===== config.mk =====
export PLATFORM = sky130hd
export DESIGN_NAME = flex_step_counter
export DESIGN_NICKNAME = d
export VERILOG_FILES = /design/src/rtl/flex_counter_pkg.sv /design/src/rtl/flex_counter_status.sv /design/src/rtl/flex_step_counter.sv
export SDC_FILE = /design/constraint.sdc
export NUM_CORES = 1
export LEC_CHECK = 0
export CORE_ASPECT_RATIO = 1.4
export CORE_MARGIN = 2
export CORE_UTILIZATION = 55
export DETAILED_ROUTE_END_ITERATION = 8
export PLACE_DENSITY = 0.9
export SLEW_MARGIN = 0
export SYNTH_ARGS = -nofsm -noshare
export SYNTH_HDL_FRONTEND = slang
export SYNTH_SLANG_ARGS = --single-unit

===== constraint.sdc =====
create_clock -name clk -period 5.3 [get_ports clk]
set_input_delay 0.795 -clock clk [delete_from_list [all_inputs] [get_ports clk]]
set_output_delay 0.795 -clock clk [all_outputs]
set_load 0.01 [all_outputs]

===== src/rtl/flex_counter_pkg.sv =====
// Shared widths and configuration encodings for the flex step counter.
package flex_counter_pkg;

    localparam int DEFAULT_NUM_BITS  = 7;
    localparam int DEFAULT_INCR_BITS = 3;

    typedef enum logic {
        DIR_UP   = 1'b0,
        DIR_DOWN = 1'b1
    } dir_e;

    typedef enum logic {
        MODE_WRAP    = 1'b0,
        MODE_ONESHOT = 1'b1
    } mode_e;

endpackage


===== src/rtl/flex_counter_status.sv =====
// Combinational status decode: terminal flag, square wave, one-shot done and
// configuration error, all derived from the registered count and live inputs.
module flex_counter_status
    import flex_counter_pkg::*;
#(
    parameter int NUM_BITS  = DEFAULT_NUM_BITS,
    parameter int INCR_BITS = DEFAULT_INCR_BITS
) (
    input  logic [NUM_BITS-1:0]  count_i,
    input  logic [NUM_BITS-1:0]  rollover_val_i,
    input  logic [INCR_BITS-1:0] incr_val_i,
    input  dir_e                 dir_i,
    input  mode_e                mode_i,
    output logic                 rollover_flag_o,
    output logic                 sqwave_o,
    output logic                 done_o,
    output logic                 err_o
);

    localparam int W = NUM_BITS + 1;

    logic [NUM_BITS-1:0] terminal;
    logic                at_terminal;
    logic [W-1:0]        incr_ext;
    logic [W-1:0]        roll_ext;

    always_comb begin
        terminal    = (dir_i == DIR_DOWN) ? '0 : rollover_val_i;
        at_terminal = (count_i == terminal);
        incr_ext    = W'(incr_val_i);
        roll_ext    = {1'b0, rollover_val_i};

        rollover_flag_o = at_terminal;
        done_o          = (mode_i == MODE_ONESHOT) && at_terminal;
        // High for the upper half of the range, same threshold in either direction.
        sqwave_o        = !(count_i < (rollover_val_i >> 1));
        err_o           = (rollover_val_i[NUM_BITS-1:1] == '0)
                        || (incr_val_i == '0)
                        || (incr_ext > roll_ext);
    end

endmodule


===== src/rtl/flex_step_counter.sv =====
// Rollover counter with programmable step, direction and wrap/one-shot mode.
// The count register is the only state; status outputs are decoded from it.
module flex_step_counter
    import flex_counter_pkg::*;
#(
    parameter int NUM_BITS  = DEFAULT_NUM_BITS,
    parameter int INCR_BITS = DEFAULT_INCR_BITS
) (
    input  logic                 clk,
    input  logic                 rst,
    input  logic                 clear,
    input  logic                 count_enable,
    input  logic                 count_down,
    input  logic                 one_shot,
    input  logic [NUM_BITS-1:0]  rollover_val,
    input  logic [INCR_BITS-1:0] incr_val,
    output logic [NUM_BITS-1:0]  count_out,
    output logic                 rollover_flag,
    output logic                 sqwave,
    output logic                 done,
    output logic                 err
);

    localparam int W = NUM_BITS + 1;

    logic [NUM_BITS-1:0] count_q;
    logic [NUM_BITS-1:0] count_d;
    logic [W-1:0]        incr_ext;
    logic [W-1:0]        sum;
    logic [NUM_BITS-1:0] incr_n;
    dir_e                dir;
    mode_e               mode;

    assign dir  = dir_e'(count_down);
    assign mode = mode_e'(one_shot);

    // NOTE: every variable gets a default before any branch so no path can
    // leave it unassigned and infer a latch.
    always_comb begin
        count_d  = count_q;
        incr_ext = W'(incr_val);
        incr_n   = NUM_BITS'(incr_val);
        sum      = {1'b0, count_q} + incr_ext;

        if (clear) begin
            count_d = '0;
        end else if (count_enable) begin
            if (dir == DIR_UP) begin
                if (count_q >= rollover_val) begin
                    count_d = (mode == MODE_WRAP) ? '0 : count_q;
                end else if (sum > {1'b0, rollover_val}) begin
                    count_d = rollover_val;
                end else begin
                    count_d = sum[NUM_BITS-1:0];
                end
            end else begin
                if (count_q == '0) begin
                    count_d = (mode == MODE_WRAP) ? rollover_val : count_q;
                end else if (incr_ext >= {1'b0, count_q}) begin
                    count_d = '0;
                end else begin
                    count_d = count_q - incr_n;
                end
            end
        end
    end

    // NOTE: state is updated with non-blocking assignments so every register
    // samples pre-edge values regardless of block ordering.
    always_ff @(posedge clk) begin
        if (rst) begin
            count_q <= '0;
        end else begin
            count_q <= count_d;
        end
    end

    assign count_out = count_q;

    flex_counter_status #(
        .NUM_BITS (NUM_BITS),
        .INCR_BITS(INCR_BITS)
    ) u_status (
        .count_i        (count_q),
        .rollover_val_i (rollover_val),
        .incr_val_i     (incr_val),
        .dir_i          (dir),
        .mode_i         (mode),
        .rollover_flag_o(rollover_flag),
        .sqwave_o       (sqwave),
        .done_o         (done),
        .err_o          (err)
    );

endmodule


==> reports/metrics.cfg <==
[run_status]
status = finished, final reports clean

[finish]
fillers = 245
fin_cells = 261
drive_above_1_share_pct = 3.57
nets = 271
largest_register_ffs = 7
area.growth.synth_to_final_pct = 19.9
antennaDiodeCount = 0

[sta]
finalHoldViolCount = 0
tightest_slew_ns = 0.833
finalMaxSlewViolations = 0
setup-violations-final = 0
final.setup.tns_ns = 0
rsz0062_at_grt = false
min_period_ns = 4.19
max_clock_freq_mhz = 239
finClkSkew_ns = 0.00273
min_period_over_period_pct = 79.0
fin_ws_ns = 1.11
slew_headroom_pct = 44.3

[critical_path]
critical_path_depth = 14
cp-end-kind = flop
path_max_fanout = 10
startpoint = incr_val[1]
crit_slowest_cell = clkdlybuf4s50_1
r2r-start = count_out[1]$_SDFFE_PP0P_
timing.rr.end = count_out[3]$_SDFFE_PP0P_
arrival_ns = 4.33
crit_required_ns = 5.44
crit_chain = clkdlybuf4s50_1 -> inv_1 -> ha_1 -> nand2b_1 -> a21oi_1 -> and3_1 -> xor2_1 -> ha_1 -> a21o_1 -> a221oi_1 -> a21oi_2 -> nor2_1 -> a31oi_1 -> a21oi_1
cpLargestDelayFamily = compound AO/OA/AOI/OAI gates
r2r_slack_ns = 1.68
critPathMaxStageDelay_ns = 0.55
cp-endpoint = count_out[3]$_SDFFE_PP0P_
ff2ff_path_depth = 12
crit_type = in -> reg
startpoint_type = input port
worst-path-buf-inv = 2

[pwr]
power_density_nw_per_um2 = 157
power_leakage_nw = 0.840
ir_worst_vdd_mv = 0.150
finalPower_mw = 0.297

[logic_synthesis]
ys_ff_latch = 7
async_flop_share_pct = 0
synthAdderAreaFrac_pct = 24.7
synth_top_family_by_area = compound AO/OA/AOI/OAI gates
synthCells = 202
ys_seq_area_share_pct = 8.88
syn-num-nets = 248
synth_edf_count = 0
muxShareOfSynthArea_pct = 0.634
synthDistinctLibCells = 47
netlist_area_um2 = 1580
syn_avg_cell_area_um2 = 7.81
synth-xor-area-share_pct = 6.66
synth_compound_area_share_pct = 32.6
ys.flop_type = dfxtp_1
yosys.area_share.simple_pct = 20.8
yosys_warnings = 0

[route]
drt_first_pass_iters = 4
drtIter0Drc = 81
drcViolationCount = 0
vias = 1721
wire_per_inst_um = 16.0
vias_per_cell = 6.59
totalWireLength_um = 4180
ant_nets = 0

[placement]
dp_slack_ns = 1.01
place.detailed.hpwl_um = 3210
gp_congestion = 0.968
portBuffers = 26
dp_cells = 257

[clock_tree]
clock_latency_ns = 0.23
cts.sinks = 7
path_clk_slew_ns = 0.04
post_cts_buffers = 0
cts_buffers = 3
cts_root_buffer = clkbuf_8
clockBufferDepth = 2
cts_hold_buf = 0
cts_tree = done
cts.htree.levels = 1
cts_resized = 0

[grt]
grt.overflow.total = 0
antenna_found_initial = 0
grt_first_pass_wirelength_um = 6890
grt_max_degree = 18
grt_pass1_vias = 1558
grtUsageTotal_pct = 26.1

[floorplanning]
start_util_pct = 56.5
die_h_um = 67.4
ios = 27
rows = 23
die_area_um2 = 3320
die_w_um = 49.3
fp.coreArea_um2 = 2790

[run]
drv_cap = 0

[hold_path]
whs_path_depth = 2
hp-class = reg -> reg

through the flow:
stage,area (µm²),utilization (%),hold slack [ns]
2_1_floorplan,1580,-,0.631
3_3_place_gp,1850,66.2,0.670
3_5_place_dp,1850,66.2,0.676
4_1_cts,1890,67.8,0.686
5_1_grt,1890,67.8,0.718
6_report,1890,67.8,0.681
worst min-delay path, cell delays in order, from the launching register on:
cell,delay (ns)
dfxtp_1,0.40
o21ai_0,0.19
a21oi_1,0.04
placed cells by master, fill, tap and decap left out, types with 2 or more instances in the layout:
cell type / netlist / final
nand4_1: 4 / 4
nand2b_1: 2 / 2
nor4b_1: 2 / 2
nor3_1: 2 / 2
o32ai_1: 3 / 3
a21o_1: 4 / 4
xor2_1: 3 / 3
o211ai_1: 3 / 3
a41oi_1: 2 / 2
ha_1: 28 / 28
clkdlybuf4s50_1: 0 / 26
o311ai_1: 2 / 2
fa_1: 2 / 2
o21a_1: 4 / 4
nand4b_1: 2 / 2
o21ai_0: 14 / 14
a221oi_1: 6 / 6
a21oi_1: 12 / 12
xnor2_1: 9 / 9
nor2b_1: 6 / 6
nor2_1: 12 / 12
nand2_1: 6 / 6
clkbuf_8: 0 / 3
a31oi_1: 9 / 9
dfxtp_1: 7 / 7
nand3_1: 7 / 7
and2_1: 3 / 3
and3_1: 6 / 6
inv_1: 14 / 14
o211a_1: 4 / 4
power by group:
part	switching, mW	internal, mW
Sequential	0.0123	0.0560
Combinational	0.0823	0.0720
Clock	0.0224	0.0520
Total	0.117	0.180
kinds of logic after synthesis:
logic type	after synthesis
XOR/XNOR	12
AND/OR/NAND/NOR	57
flip-flops	7
multiplexers	1
AO/OA/AOI/OAI	73
buffers and inverters	22
adder cells (fa/ha/maj)	30
cells in the mapped netlist (6+ instances only):
library cell / count / area, µm²
nand2_1: 6 / 22.5
a221oi_1: 6 / 52.6
xnor2_1: 9 / 78.8
nor2_1: 12 / 45.0
and3_1: 6 / 37.5
ha_1: 28 / 350
a31oi_1: 9 / 56.3
nand3_1: 7 / 35.0
inv_1: 14 / 52.6
buf_2: 6 / 30.0
a21oi_1: 12 / 60.1
nor2b_1: 6 / 37.5
dfxtp_1: 7 / 140
o21ai_0: 14 / 70.1
per-layer routing:
layer  routed length, µm  up-vias  global-route usage [%]
li1                    -      827                       -
met1                1680      795                    31.5
met2                2140       86                    48.1
met3                 254       13                    3.76
met4                 109        0                    6.79
met5                   0        -                       0
cell type report:
class	count	area, µm²	area share [%]
Clock buffer	4	45.0	2.38
Sequential cell	7	140	7.41
Timing Repair Buffer	26	260	13.8
Tap cell	37	46.3	2.45
Multi-Input combinational cell	173	1350	71.2
Inverter	14	52.6	2.78
worst min path at each step:
| stage | from | to | slack, ns |
|---|---|---|---|
| 6_report | count_out[0]$_SDFFE_PP0P_ | count_out[0]$_SDFFE_PP0P_ | 0.68 |
| 5_1_grt | count_out[0]$_SDFFE_PP0P_ | count_out[0]$_SDFFE_PP0P_ | 0.72 |
| 4_1_cts | count_out[0]$_SDFFE_PP0P_ | count_out[0]$_SDFFE_PP0P_ | 0.69 |
| 3_5_place_dp | count_out[0]$_SDFFE_PP0P_ | count_out[0]$_SDFFE_PP0P_ | 0.68 |
| 3_3_place_gp | count_out[0]$_SDFFE_PP0P_ | count_out[0]$_SDFFE_PP0P_ | 0.67 |
| 2_1_floorplan | count_out[0]$_SDFFE_PP0P_ | count_out[0]$_SDFFE_PP0P_ | 0.63 |
Note: power is estimated with default switching activity, not from simulation.
